File: src/rtl/spi_flash_loader.sv
// rtl/spi_flash_loader.sv - boot-copy engine: chunked SPI READ from flash through spi_mst into byte memory
module spi_flash_loader #(
    parameter int FIFO_DEPTH = 16,
    parameter int CHUNK      = 12,
    parameter int ADDR_W     = 16,
    parameter int CLK_DIV    = 4
) (
    input  logic              clk_i,
    input  logic              rst_i,
    input  logic              start_i,
    input  logic [23:0]       flash_addr_i,
    input  logic [ADDR_W-1:0] mem_addr_i,
    input  logic [ADDR_W:0]   len_i,
    output logic              busy_o,
    output logic              done_o,
    output logic              hs_read_o,
    output logic              hs_write_o,
    output logic [4:0]        hs_addr_o,
    output logic [7:0]        hs_data_o,
    input  logic              hs_ready_i,
    input  logic [7:0]        hs_data_i,
    output logic              mem_we_o,
    output logic [ADDR_W-1:0] mem_addr_o,
    output logic [7:0]        mem_wdata_o,
    input  logic              mem_ready_i
);
    localparam int          CW     = $clog2(FIFO_DEPTH + 1);
    localparam logic [15:0] DIV    = 16'(CLK_DIV);
    localparam logic [4:0]  A_CTRL = 5'h00;
    localparam logic [4:0]  A_TX   = 5'h08;
    localparam logic [4:0]  A_RX   = 5'h0C;
    localparam logic [4:0]  A_LVL  = 5'h14;
    localparam logic [4:0]  A_DLO  = 5'h18;
    localparam logic [4:0]  A_DHI  = 5'h1C;

    typedef enum logic [3:0] {
        S_IDLE, S_CFG_DL, S_CFG_DH, S_INHIBIT, S_PUSH_HDR, S_PUSH_FILL,
        S_RELEASE, S_POLL, S_DISCARD, S_POP_DATA, S_NEXT, S_FINISH
    } state_t;

    state_t            state, state_nx;
    logic [23:0]       fa;
    logic [ADDR_W-1:0] ma;
    logic [ADDR_W:0]   remaining;
    logic [CW-1:0]     n, cnt, n_calc;
    logic              gap;
    logic [7:0]        hdr_byte;

    assign n_calc = (remaining < (ADDR_W+1)'(CHUNK)) ? CW'(remaining) : CW'(CHUNK);

    always_comb begin
        hdr_byte = fa[7:0];
        case (cnt[1:0])
            2'd0:    hdr_byte = 8'h03;
            2'd1:    hdr_byte = fa[23:16];
            2'd2:    hdr_byte = fa[15:8];
            default: hdr_byte = fa[7:0];
        endcase
    end

    always_ff @(posedge clk_i) begin
        if (rst_i) state <= S_IDLE;
        else       state <= state_nx;
    end

    always_comb begin
        state_nx   = state;
        hs_read_o  = 1'b0;
        hs_write_o = 1'b0;
        hs_addr_o  = A_CTRL;
        hs_data_o  = 8'h00;
        busy_o     = (state != S_IDLE) && (state != S_FINISH);
        done_o     = (state == S_FINISH);
        case (state)
            S_IDLE: if (start_i) state_nx = (len_i == '0) ? S_FINISH : S_CFG_DL;
            S_CFG_DL: begin
                hs_write_o = 1'b1;
                hs_addr_o  = A_DLO;
                hs_data_o  = DIV[7:0];
                if (hs_ready_i) state_nx = S_CFG_DH;
            end
            S_CFG_DH: begin
                hs_write_o = 1'b1;
                hs_addr_o  = A_DHI;
                hs_data_o  = DIV[15:8];
                if (hs_ready_i) state_nx = S_INHIBIT;
            end
            S_INHIBIT: begin
                hs_write_o = 1'b1;
                hs_data_o  = 8'h04;
                if (hs_ready_i) state_nx = S_PUSH_HDR;
            end
            S_PUSH_HDR: begin
                hs_write_o = 1'b1;
                hs_addr_o  = A_TX;
                hs_data_o  = hdr_byte;
                if (hs_ready_i && cnt == CW'(3)) state_nx = S_PUSH_FILL;
            end
            S_PUSH_FILL: begin
                hs_write_o = 1'b1;
                hs_addr_o  = A_TX;
                if (hs_ready_i && cnt == n - CW'(1)) state_nx = S_RELEASE;
            end
            S_RELEASE: begin
                hs_write_o = 1'b1;
                if (hs_ready_i) state_nx = S_POLL;
            end
            S_POLL: begin
                hs_read_o = 1'b1;
                hs_addr_o = A_LVL;
                if (hs_ready_i && hs_data_i >= 8'(CW'(4) + n)) state_nx = S_DISCARD;
            end
            S_DISCARD: begin
                if (!gap) begin
                    hs_read_o = 1'b1;
                    hs_addr_o = A_RX;
                    if (hs_ready_i && cnt == CW'(3)) state_nx = S_POP_DATA;
                end
            end
            S_POP_DATA: begin
                // a pop waits for both the RX refresh gap and the previous byte's acceptance
                if (!gap && !mem_we_o && cnt != n) begin
                    hs_read_o = 1'b1;
                    hs_addr_o = A_RX;
                end
                if (mem_we_o && mem_ready_i && cnt == n) state_nx = S_NEXT;
            end
            S_NEXT:   state_nx = (remaining == (ADDR_W+1)'(n)) ? S_FINISH : S_INHIBIT;
            S_FINISH: state_nx = S_IDLE;
            default:  state_nx = S_IDLE;
        endcase
    end

    always_ff @(posedge clk_i) begin
        if (rst_i) begin
            fa          <= '0;
            ma          <= '0;
            remaining   <= '0;
            n           <= '0;
            cnt         <= '0;
            gap         <= 1'b0;
            mem_we_o    <= 1'b0;
            mem_addr_o  <= '0;
            mem_wdata_o <= '0;
        end else begin
            case (state)
                S_IDLE: if (start_i) begin
                    fa        <= flash_addr_i;
                    ma        <= mem_addr_i;
                    remaining <= len_i;
                end
                S_INHIBIT: if (hs_ready_i) begin
                    n   <= n_calc;
                    cnt <= '0;
                end
                S_PUSH_HDR:  if (hs_ready_i) cnt <= (cnt == CW'(3)) ? '0 : cnt + CW'(1);
                S_PUSH_FILL: if (hs_ready_i) cnt <= cnt + CW'(1);
                S_POLL: begin
                    cnt <= '0;
                    gap <= 1'b0;
                end
                S_DISCARD: begin
                    if (gap) gap <= 1'b0;
                    else if (hs_ready_i) begin
                        gap <= 1'b1;
                        cnt <= (cnt == CW'(3)) ? '0 : cnt + CW'(1);
                    end
                end
                S_POP_DATA: begin
                    if (gap) gap <= 1'b0;
                    else if (mem_we_o) begin
                        if (mem_ready_i) mem_we_o <= 1'b0;
                    end else if (cnt != n && hs_ready_i) begin
                        mem_we_o    <= 1'b1;
                        mem_addr_o  <= ma + ADDR_W'(cnt);
                        mem_wdata_o <= hs_data_i;
                        cnt         <= cnt + CW'(1);
                    end
                end
                S_NEXT: begin
                    fa        <= fa + 24'(n);
                    ma        <= ma + ADDR_W'(n);
                    remaining <= remaining - (ADDR_W+1)'(n);
                end
                default: ;
            endcase
        end
    end
endmodule

File: config.mk
export PLATFORM = sky130hd
export DESIGN_NAME = spi_flash_loader
export DESIGN_NICKNAME = d
export VERILOG_FILES = /design/src/rtl/spi_flash_loader.sv
export SDC_FILE = /design/constraint.sdc
export NUM_CORES = 1
export LEC_CHECK = 0
export CAP_MARGIN = 5
export CORE_MARGIN = 3
export CORE_UTILIZATION = 45
export DETAILED_ROUTE_END_ITERATION = 10
export DONT_BUFFER_PORTS = 1
export MAX_ROUTING_LAYER = met4
export PLACE_DENSITY = 0.71
export SLEW_MARGIN = 40
export SYNTH_ARGS = -nofsm -noshare
export SYNTH_HDL_FRONTEND = slang
export SYNTH_SLANG_ARGS = --single-unit
File: constraint.sdc
create_clock -name clk_i -period 2.5 [get_ports clk_i]
set_input_delay 0.625 -clock clk_i [delete_from_list [all_inputs] [get_ports clk_i]]
set_output_delay 0.625 -clock clk_i [all_outputs]
set_load 0.02 [all_outputs]
==> impl_results.html, run 1 <==
<table>
<tr><th>Metric</th><th>Value</th></tr>
<tr><th colspan="2">Status</th></tr>
<tr><td>Result of the run</td><td>finished with violations</td></tr>
<tr><td>Failing checks</td><td>setup timing</td></tr>
<tr><th colspan="2">Detailed routing</th></tr>
<tr><td>Sum of routed wire length over all layers</td><td>between 15000 and 20000 um</td></tr>
<tr><td>Number of design-rule violations left by the first detailed-router iteration</td><td>485</td></tr>
<tr><td>Final routed DRC violation total</td><td>0</td></tr>
<tr><td>Vias/cell</td><td>6.08</td></tr>
<tr><td>Detail Route Antenna Nets</td><td>0</td></tr>
<tr><td>Vias</td><td>just over 6000</td></tr>
<tr><td>Number of iterations in the first detailed-routing pass</td><td>5</td></tr>
<tr><td>Detail-routed net length per standard cell</td><td>about 18 um</td></tr>
<tr><th colspan="2">Worst setup path</th></tr>
<tr><td>Worst reg-to-reg path cell count</td><td>5</td></tr>
<tr><td>Maximum fanout along the worst path</td><td>4</td></tr>
<tr><td>Cell with the biggest individual delay on the critical path</td><td>sky130_fd_sc_hd__dfxtp_4</td></tr>
<tr><td>Startpoint type of the worst setup path</td><td>flop</td></tr>
<tr><td>Critical path required time</td><td>1880 ps</td></tr>
<tr><td>Reg-to-Reg Start</td><td>remaining[5]</td></tr>
<tr><td>Critical-path cell list</td><td>buf_12 -&gt; xnor2_4 -&gt; nand2_2 -&gt; o21a_1 -&gt; a21boi_1 -&gt; o221ai_1 -&gt; buf_4</td></tr>
<tr><td>Data arrival time of the critical path</td><td>1880 ps</td></tr>
<tr><td>Path length in cells of the critical path</td><td>7</td></tr>
<tr><td>Slowest Stage Delay on Critical Path</td><td>roughly 370 ps</td></tr>
<tr><td>Launch point of the worst path</td><td>cnt[0]</td></tr>
<tr><td>CP Class</td><td>reg -&gt; out</td></tr>
<tr><td>Type of element capturing the critical path</td><td>primary output</td></tr>
<tr><td>Crit path max-delay family</td><td>compound AO/OA/AOI/OAI gates</td></tr>
<tr><td>Buffers and inverters on the worst path</td><td>2</td></tr>
<tr><th colspan="2">Synth</th></tr>
<tr><td>Portion of synthesized cell area occupied by the leading cell type</td><td>between 30 and 40%</td></tr>
<tr><td>Area share of xor/xnor cells in the synthesized design</td><td>4.08%</td></tr>
<tr><td>Predominant post-synthesis flop cell</td><td>sky130_fd_sc_hd__dfxtp_1</td></tr>
<tr><td>Multiplexer share of the synthesized area</td><td>less than 1%</td></tr>
<tr><td>Dominant combinational cell family by area after synthesis</td><td>compound AO/OA/AOI/OAI gates</td></tr>
<tr><td>Synthesized area per cell</td><td>about 8 sq um</td></tr>
<tr><td>Yosys reg bits</td><td>between 90 and 100</td></tr>
<tr><td>Count of cell types in the netlist</td><td>63</td></tr>
<tr><td>Portion of the post-synthesis area used by sequential elements</td><td>around 31%</td></tr>
<tr><td>Fraction of the mapped netlist area in compound gates</td><td>between 20% and 30%</td></tr>
<tr><td>Post-synth EDFFs</td><td>0</td></tr>
<tr><td>Synth Cell Area</td><td>between 6000 and 7000 sq um</td></tr>
<tr><td>Ranking of synthesized cells by area</td><td>sky130_fd_sc_hd__dfxtp_1 (31%), sky130_fd_sc_hd__ha_1 (6.8%), sky130_fd_sc_hd__nand2_1 (5.2%), sky130_fd_sc_hd__a21oi_1 (4.1%), sky130_fd_sc_hd__nor2_1 (4.0%)</td></tr>
<tr><td>Adder and majority gate portion of the synthesized area</td><td>under 10%</td></tr>
<tr><td>Async set-or-reset flop fraction in the synthesized netlist</td><td>0%</td></tr>
<tr><td>Leading area contributor after synthesis</td><td>sky130_fd_sc_hd__dfxtp_1</td></tr>
<tr><td>Synth warnings</td><td>0</td></tr>
<tr><td>Area share of and/or/nand/nor cells after synthesis</td><td>23.7%</td></tr>
<tr><td>Post-Syn Instances</td><td>798</td></tr>
<tr><th colspan="2">Placed design</th></tr>
<tr><td>HPWL reported at the end of detailed placement</td><td>~14000 um</td></tr>
<tr><td>Number of I/O port buffers</td><td>0</td></tr>
<tr><td>Global placer's final weighted congestion</td><td>roughly 0.95</td></tr>
<tr><th colspan="2">Clocking</th></tr>
<tr><td>Clock Sink Count</td><td>just under 100</td></tr>
<tr><td>CTS Buf Count</td><td>9</td></tr>
<tr><td>H-tree depth reported by CTS</td><td>3</td></tr>
<tr><td>Maximum clock insertion buffer count</td><td>2</td></tr>
<tr><td>Cell chosen for the clock root</td><td>sky130_fd_sc_hd__clkbuf_16</td></tr>
<tr><td>Hold buffer count at cts</td><td>0</td></tr>
<tr><td>Clock network latency to the later pin of the worst-skew pair</td><td>~350 ps</td></tr>
<tr><td>Clock edge transition at the registers on the reported setup and hold paths</td><td>about 70 ps</td></tr>
<tr><td>CTS tree</td><td>done</td></tr>
<tr><th colspan="2">Timing</th></tr>
<tr><td>Number of setup violations in the final report</td><td>1</td></tr>
<tr><td>Accumulated negative setup slack</td><td>-4.37 ps</td></tr>
<tr><td>Hold Slack</td><td>roughly 340 ps</td></tr>
<tr><td>Worst Setup Slack, final</td><td>-4.37 ps</td></tr>
<tr><td>Final min period</td><td>2500 ps</td></tr>
<tr><td>Worst-Margin Slew</td><td>between 600 and 700 ps</td></tr>
<tr><td>RSZ-0062 raised after global routing</td><td>yes</td></tr>
<tr><td>Fmax</td><td>about 0.4 GHz</td></tr>
<tr><td>Post-Route Skew</td><td>roughly 8.4 ps</td></tr>
<tr><td>Final number of max-transition violations</td><td>0</td></tr>
<tr><td>Final-report hold violation count</td><td>0</td></tr>
<tr><td>Ratio of final minimum period to clock period</td><td>100%</td></tr>
<tr><td>Remaining max-slew budget at the tightest pin</td><td>55.6%</td></tr>
<tr><th colspan="2">Power</th></tr>
<tr><td>Overall power of the completed layout</td><td>roughly 6.0 mW</td></tr>
<tr><td>Power per unit of standard cell area</td><td>around 830 nW/um^2</td></tr>
<tr><td>Switching Share</td><td>about 40%</td></tr>
<tr><td>Part of the power in the clock network</td><td>21.2%</td></tr>
<tr><td>Switching component of the power</td><td>2.42 mW</td></tr>
<tr><td>Worst voltage drop across the vdd grid</td><td>~0.43 mV</td></tr>
<tr><td>Static Leakage</td><td>around 2.6 nW</td></tr>
<tr><td>Share of total power in sequential cells</td><td>35.5%</td></tr>
<tr><td>Cell-internal power</td><td>3.61 mW</td></tr>
<tr><td>Combinational share of power</td><td>between 40% and 50%</td></tr>
<tr><th colspan="2">Floorplanning</th></tr>
<tr><td>I/O pin count</td><td>between 100 and 150</td></tr>
<tr><td>Number of placement rows</td><td>42</td></tr>
<tr><td>Initial Util</td><td>around 47%</td></tr>
<tr><td>Die outline area</td><td>roughly 15000 sq um</td></tr>
<tr><td>Vert. Die Dim</td><td>about 120 um</td></tr>
<tr><td>Core Region</td><td>between 10000 and 15000 sq um</td></tr>
<tr><td>Die X</td><td>124 um</td></tr>
<tr><th colspan="2">Worst hold path</th></tr>
<tr><td>Worst min path class</td><td>in -&gt; reg</td></tr>
<tr><td>Startpoint of the most critical hold path</td><td>rst_i</td></tr>
<tr><td>Count of cells along the worst hold path</td><td>1</td></tr>
<tr><th colspan="2">Finish</th></tr>
<tr><td>Layout cells sized above 1</td><td>15.3%</td></tr>
<tr><td>Antenna diode count</td><td>0</td></tr>
<tr><td>FILL cells</td><td>about 1300</td></tr>
<tr><td>Final Net Count</td><td>945</td></tr>
<tr><td>Area growth, synth to finish</td><td>17.1%</td></tr>
<tr><th colspan="2">Global route</th></tr>
<tr><td>Number of antenna violations at the first check in global routing</td><td>0</td></tr>
<tr><td>Overflow left after global routing</td><td>0</td></tr>
<tr><td>Global-route wire length before repair</td><td>about 28000 um</td></tr>
<tr><td>GRT Util Overall</td><td>roughly 24%</td></tr>
<tr><td>Largest net degree at the start of global routing</td><td>between 70 and 80</td></tr>
<tr><td>Number of global-route vias before repair</td><td>approximately 5700</td></tr>
<tr><th colspan="2">Run</th></tr>
<tr><td>Max-cap violations</td><td>0</td></tr>
</table>
==> area by class of cell <==
type,instances,area [sq um],share of cell area [%]
tap,176,220,3.02
clock inverter,2,16.3,0.223
sequential,97,1950,26.8
timing repair buffer,72,584,8.00
multi-input combinational,621,4140,56.8
inverter,36,138,1.89
clock buffer,11,243,3.33
==> final timing paths <==
kind | to | slack (ps)
hold reg to reg | remaining[14] | 490
setup reg to reg | state[3] | 60
hold / removal | mem_addr_o[0] | 340
setup / recovery | hs_addr_o[3] | -4
==> layout by cell type (no fill, tap or decap), drive strengths merged, types with 4 or more instances in the layout <==
master,count
a2111oi,4
a211oi,15
a21o,5
a21oi,51
a221o,5
a221oi,10
a22oi,7
a311oi,8
a31oi,24
and2,6
and3,10
buf,72
clkbuf,11
dfxtp,97
fa,4
ha,34
inv,37
mux2i,4
nand2,87
nand2b,9
nand3,27
nand3b,6
nand4,10
nor2,67
nor2b,7
nor3,21
nor4,7
o211ai,22
o21a,7
o21ai,50
o311ai,8
o31a,5
or2,4
or3,21
or4,10
xnor2,17
xor2,12
==> through the flow <==
stage,utilization [%],cells,cell area [sq um],setup WS [ps]
6_report,54.5,1015,7300,-4.37
4_1_cts,53.0,1008,7100,-0.327
5_1_grt,54.5,1015,7300,-35.6
3_3_place_gp,50.7,994,6790,67.2
3_5_place_dp,50.7,994,6790,36.3
2_1_floorplan,-,799,6240,-28.6
==> power by group through the flow <==
| stage | Clock (mW) | Combinational (mW) | Sequential [mW] |
|---|---|---|---|
| 2_1_floorplan | 0 | 1.80 | 2.05 |
| 3_3_place_gp | 0 | 2.45 | 2.15 |
| 3_5_place_dp | 0 | 2.48 | 2.16 |
| 4_1_cts | 1.31 | 2.50 | 2.13 |
| 5_1_grt | 1.35 | 2.88 | 2.18 |
| 6_report | 1.28 | 2.61 | 2.14 |
==> metal layers <==
layer / up-vias / part of all wire [%] / GRT usage [%] / routed length [um]
li1: 3030 / - / - / -
met4: 0 / 1.6 / 6.09 / 293
met2: 228 / 46 / 37.0 / 8390
met3: 25 / 8.4 / 7.54 / 1530
met1: 2893 / 44 / 30.8 / 7950
met5: - / 0 / - / 0
==> logic make-up after synthesis <==
kind of cell | Yosys count
AO/OA/AOI/OAI | 249
multiplexers | 4
other | 1
AND/OR/NAND/NOR | 299
adder cells (fa/ha/maj) | 38
flip-flops | 97
buffers and inverters | 81
XOR/XNOR | 29
==> sequential cells by signal, indices dropped and copies added (netlist names) <==
signal,count
fa,24
gap,1
remaining,17
n,5
mem_wdata_o,8
ma,16
mem_we_o,1
state,4
cnt,5
mem_addr_o,16
==> Yosys cell counts (6+ instances only) <==
| library cell | count |
|---|---|
| sky130_fd_sc_hd__a211oi_1 | 15 |
| sky130_fd_sc_hd__a21oi_1 | 51 |
| sky130_fd_sc_hd__a221oi_1 | 10 |
| sky130_fd_sc_hd__a22oi_1 | 7 |
| sky130_fd_sc_hd__a311oi_1 | 8 |
| sky130_fd_sc_hd__a31oi_1 | 24 |
| sky130_fd_sc_hd__and2_1 | 6 |
| sky130_fd_sc_hd__and3_1 | 10 |
| sky130_fd_sc_hd__clkbuf_1 | 40 |
| sky130_fd_sc_hd__dfxtp_1 | 97 |
| sky130_fd_sc_hd__ha_1 | 34 |
| sky130_fd_sc_hd__inv_1 | 36 |
| sky130_fd_sc_hd__nand2_1 | 87 |
| sky130_fd_sc_hd__nand2b_1 | 9 |
| sky130_fd_sc_hd__nand3_1 | 27 |
| sky130_fd_sc_hd__nand3b_1 | 6 |
| sky130_fd_sc_hd__nand4_1 | 10 |
| sky130_fd_sc_hd__nor2_1 | 67 |
| sky130_fd_sc_hd__nor2b_1 | 7 |
| sky130_fd_sc_hd__nor3_1 | 21 |
| sky130_fd_sc_hd__nor4_1 | 7 |
| sky130_fd_sc_hd__o211ai_1 | 22 |
| sky130_fd_sc_hd__o21a_1 | 7 |
| sky130_fd_sc_hd__o21ai_0 | 48 |
| sky130_fd_sc_hd__o311ai_0 | 8 |
| sky130_fd_sc_hd__or3_1 | 17 |
| sky130_fd_sc_hd__or4_1 | 6 |
| sky130_fd_sc_hd__xnor2_1 | 17 |
| sky130_fd_sc_hd__xor2_1 | 12 |
==> repair_timing <==
| action | CTS | global route |
|---|---|---|
| pin swaps | 2 | 12 |
| setup endpoints to repair | 10 | 30 |
| gates resized for setup | 14 | 33 |
| setup buffers | 1 | 7 |
| endpoints found under the hold margin | 0 | 0 |
No activity file was read; power rests on OpenSTA's default activity.
==> run 2: changes to the inputs <==
CORE_ASPECT_RATIO = 0.8   (was not set)
CORE_UTILIZATION = 55   (was 45)
PLACE_DENSITY = 0.82   (was 0.71)
REMOVE_ABC_BUFFERS = 1   (was not set)
==> impl_results.html, run 2 (synthesis gave the netlist of run 1 again) <==
<table>
<tr><th>Metric</th><th>Value</th></tr>
<tr><th colspan="2">Global route</th></tr>
<tr><td>Global-route wire length before repair</td><td>30900 um (was 28200 um)</td></tr>
<tr><td>GRT Util Overall</td><td>30.7% (was 24.0%)</td></tr>
<tr><td>Largest net degree at the start of global routing</td><td>72 (unchanged)</td></tr>
<tr><td>Number of global-route vias before repair</td><td>6046 (was 5673)</td></tr>
<tr><td>Overflow left after global routing</td><td>0 (unchanged)</td></tr>
<tr><td>Number of antenna violations at the first check in global routing</td><td>0 (unchanged)</td></tr>
<tr><th colspan="2">Worst setup path</th></tr>
<tr><td>CP Class</td><td>reg -&gt; out (unchanged)</td></tr>
<tr><td>Setup slack of the worst register-to-register path</td><td>10 ps (was 60 ps)</td></tr>
<tr><td>R2R Path End</td><td>state[1] (was state[3])</td></tr>
<tr><td>Data arrival time of the critical path</td><td>1910 ps (was 1880 ps)</td></tr>
<tr><td>Worst reg-to-reg path cell count</td><td>12 (was 5)</td></tr>
<tr><td>Startpoint type of the worst setup path</td><td>flop (unchanged)</td></tr>
<tr><td>Reg-to-Reg Start</td><td>n[2] (was remaining[5])</td></tr>
<tr><td>Launch point of the worst path</td><td>cnt[1] (was cnt[0])</td></tr>
<tr><td>Type of element capturing the critical path</td><td>primary output (unchanged)</td></tr>
<tr><td>Critical path required time</td><td>1880 ps (about the same)</td></tr>
<tr><td>Maximum fanout along the worst path</td><td>6 (was 4)</td></tr>
<tr><td>CP Capture Point</td><td>hs_addr_o[3] (unchanged)</td></tr>
<tr><th colspan="2">Detailed routing</th></tr>
<tr><td>Detail-routed net length per standard cell</td><td>20.4 um (was 17.9 um)</td></tr>
<tr><td>Sum of routed wire length over all layers</td><td>20300 um (was 18200 um)</td></tr>
<tr><td>Vias/cell</td><td>6.60 (was 6.08)</td></tr>
<tr><td>Number of iterations in the first detailed-routing pass</td><td>5 (unchanged)</td></tr>
<tr><td>Vias</td><td>6569 (was 6176)</td></tr>
<tr><td>Number of design-rule violations left by the first detailed-router iteration</td><td>814 (was 485)</td></tr>
<tr><td>Detail Route Antenna Nets</td><td>0 (unchanged)</td></tr>
<tr><td>Final routed DRC violation total</td><td>0 (unchanged)</td></tr>
<tr><th colspan="2">Placed design</th></tr>
<tr><td>Number of I/O port buffers</td><td>0 (unchanged)</td></tr>
<tr><td>Global placer's final weighted congestion</td><td>0.958 (was 0.947)</td></tr>
<tr><td>HPWL reported at the end of detailed placement</td><td>14000 um (was 13600 um)</td></tr>
<tr><td>Count of placed standard cells including taps</td><td>958 (was 994)</td></tr>
<tr><td>Pre-CTS setup slack</td><td>-72.6 ps (was 36.3 ps)</td></tr>
<tr><th colspan="2">Power</th></tr>
<tr><td>Static Leakage</td><td>2.68 nW (was 2.62 nW)</td></tr>
<tr><td>Overall power of the completed layout</td><td>6.34 mW (was 6.03 mW)</td></tr>
<tr><td>Power per unit of standard cell area</td><td>853 nW/um^2 (was 826 nW/um^2)</td></tr>
<tr><td>Worst voltage drop across the vdd grid</td><td>0.401 mV (was 0.431 mV)</td></tr>
<tr><th colspan="2">Finish</th></tr>
<tr><td>Largest registers</td><td>fa x24, remaining x17 (unchanged)</td></tr>
<tr><td>Area growth, synth to finish</td><td>19.3% (was 17.1%)</td></tr>
<tr><td>Final standard cell utilization of the core</td><td>67.7% (was 54.5%)</td></tr>
<tr><td>Leading cell types in the layout, fill and taps excluded</td><td>sky130_fd_sc_hd__dfxtp_1 (90), sky130_fd_sc_hd__nand2_1 (86), sky130_fd_sc_hd__buf_4 (72) (was sky130_fd_sc_hd__dfxtp_1 (91), sky130_fd_sc_hd__nand2_1 (86), sky130_fd_sc_hd__nor2_1 (66), sky130_fd_sc_hd__buf_4 (66), sky130_fd_sc_hd__a21oi_1 (51))</td></tr>
<tr><td>Multi-input combinational cell area</td><td>4220 sq um (was 4140 sq um)</td></tr>
<tr><td>Most frequent standard cell in the layout excluding fill and tap cells</td><td>sky130_fd_sc_hd__dfxtp_1 (unchanged)</td></tr>
<tr><td>Final Net Count</td><td>954 (was 945)</td></tr>
<tr><td>Register with the highest flop count</td><td>fa (unchanged)</td></tr>
<tr><td>FILL cells</td><td>874 (was 1279)</td></tr>
<tr><td>Flip-flop count of the largest register, all copies and words added</td><td>24 (unchanged)</td></tr>
<tr><td>Antenna diode count</td><td>0 (unchanged)</td></tr>
<tr><td>Register Area</td><td>1960 sq um (was 1950 sq um)</td></tr>
<tr><td>Layout cells sized above 1</td><td>18.1% (was 15.3%)</td></tr>
<tr><td>Post-route insts no fill</td><td>995 (was 1015)</td></tr>
<tr><th colspan="2">Timing</th></tr>
<tr><td>Final min period</td><td>2530 ps (was 2500 ps)</td></tr>
<tr><td>Final number of max-transition violations</td><td>0 (unchanged)</td></tr>
<tr><td>Fmax</td><td>0.395 GHz (was 0.399 GHz)</td></tr>
<tr><td>Number of setup violations in the final report</td><td>1 (unchanged)</td></tr>
<tr><td>Worst Setup Slack, final</td><td>-30.2 ps (was -4.37 ps)</td></tr>
<tr><td>RSZ-0062 raised after global routing</td><td>yes (unchanged)</td></tr>
<tr><td>Remaining max-slew budget at the tightest pin</td><td>56.7% (was 55.6%)</td></tr>
<tr><td>Worst-Margin Slew</td><td>643 ps (was 666 ps)</td></tr>
<tr><td>Ratio of final minimum period to clock period</td><td>101% (was 100%)</td></tr>
<tr><td>Final-report hold violation count</td><td>0 (unchanged)</td></tr>
<tr><td>Accumulated negative setup slack</td><td>-30.2 ps (was -4.37 ps)</td></tr>
<tr><td>Post-Route Skew</td><td>7.37 ps (was 8.36 ps)</td></tr>
<tr><th colspan="2">Floorplanning</th></tr>
<tr><td>Number of placement rows</td><td>34 (was 42)</td></tr>
<tr><td>I/O pin count</td><td>112 (unchanged)</td></tr>
<tr><td>Initial Util</td><td>56.8% (was 46.5%)</td></tr>
<tr><td>Die outline area</td><td>12700 sq um (was 15300 sq um)</td></tr>
<tr><td>Vert. Die Dim</td><td>101 um (was 124 um)</td></tr>
<tr><td>Die X</td><td>125 um (was 124 um)</td></tr>
<tr><td>Core Region</td><td>11000 sq um (was 13400 sq um)</td></tr>
<tr><th colspan="2">Status</th></tr>
<tr><td>Result of the run</td><td>finished with violations (unchanged)</td></tr>
<tr><td>Failing checks</td><td>setup timing (unchanged)</td></tr>
<tr><th colspan="2">Clocking</th></tr>
<tr><td>Clock edge transition at the registers on the reported setup and hold paths</td><td>70 ps (about the same)</td></tr>
<tr><td>Clock network latency to the later pin of the worst-skew pair</td><td>350 ps (about the same)</td></tr>
<tr><td>Hold buffer count at cts</td><td>0 (unchanged)</td></tr>
<tr><td>CTS Buf Count</td><td>9 (unchanged)</td></tr>
<tr><td>Cell chosen for the clock root</td><td>sky130_fd_sc_hd__clkbuf_16 (unchanged)</td></tr>
<tr><td>Maximum clock insertion buffer count</td><td>2 (unchanged)</td></tr>
<tr><td>CTS tree</td><td>done (unchanged)</td></tr>
<tr><td>Clock Sink Count</td><td>97 (unchanged)</td></tr>
<tr><td>H-tree depth reported by CTS</td><td>3 (unchanged)</td></tr>
<tr><th colspan="2">Worst hold path</th></tr>
<tr><td>Worst min path class</td><td>in -&gt; reg (unchanged)</td></tr>
<tr><th colspan="2">Run</th></tr>
<tr><td>Max-cap violations</td><td>0 (unchanged)</td></tr>
</table>
==> run 2: cell count changes in the layout (fill, tap and decap cells not counted), moves of 3 or more <==
cell and delta:
sky130_fd_sc_hd__buf_4 +6, sky130_fd_sc_hd__o21ai_0 -4, sky130_fd_sc_hd__nor2_1 -3, sky130_fd_sc_hd__buf_6 +4, sky130_fd_sc_hd__nor2_2 +3
==> run 2: layer usage <==
layer | global-route usage (%) | part of all wire, % | up-vias
met1 | 40.6 | 41 | 3071
met3 | 6.69 | 11 | 48
met2 | 47.7 | 46 | 391
met5 | - | 0 | -
li1 | - | - | 3059
met4 | 9.00 | 2.2 | 0
==> run 2: final cells by class <==
class	count	share of cell area (%)
Multi-Input combinational cell	621	56.8
Clock buffer	12	3.45
Timing Repair Buffer	81	8.80
Tap cell	144	2.42
Clock inverter	4	0.353
Sequential cell	97	26.3
Inverter	36	1.89
==> run 2: power breakdown <==
group          internal (mW)  switching (mW)
Sequential              1.82           0.353
Combinational           1.18            1.63
Clock                  0.731           0.631
==> run 2: worst min path at each step <==
stage,from,endpoint,slack [ps],cells after the start
3_3_place_gp,remaining[14],remaining[14],470,2
5_1_grt,rst_i,remaining[6],340,1
6_report,rst_i,remaining[15],350,1
3_5_place_dp,remaining[14],remaining[14],480,2
4_1_cts,rst_i,ma[7],340,1
2_1_floorplan,remaining[0],remaining[0],450,2
==> run 2: critical path, cell delays in order, from the launching register on <==
cell	delay, ps
sky130_fd_sc_hd__dfxtp_4	430
sky130_fd_sc_hd__buf_6	140
sky130_fd_sc_hd__xnor2_2	110
sky130_fd_sc_hd__nand3b_1	150
sky130_fd_sc_hd__o21a_1	250
sky130_fd_sc_hd__a21boi_1	160
sky130_fd_sc_hd__o221ai_1	130
sky130_fd_sc_hd__buf_4	190
==> run 2: per-stage QoR <==
step	hold WS, ps	area (sq um)
6_report	348	7430
5_1_grt	337	7430
4_1_cts	341	7130
3_5_place_dp	480	6710
3_3_place_gp	470	6710
2_1_floorplan	451	6060
==> run 2: what timing repair did <==
| item | CTS | global route |
|---|---|---|
| endpoints found under the hold margin | 0 | 0 |
| pin swaps | 3 | 25 |
| buffers inserted | 6 | 15 |
| resized for setup | 21 | 55 |
| setup endpoints to repair | 15 | 38 |
| cloned | 0 | 0 |
==> run 3: changes to the inputs <==
ABC_CLOCK_PERIOD_IN_PS = 2500   (was not set)
==> results of run 3 <==
Final layout, timing and power as in run 2 (identical DEF).
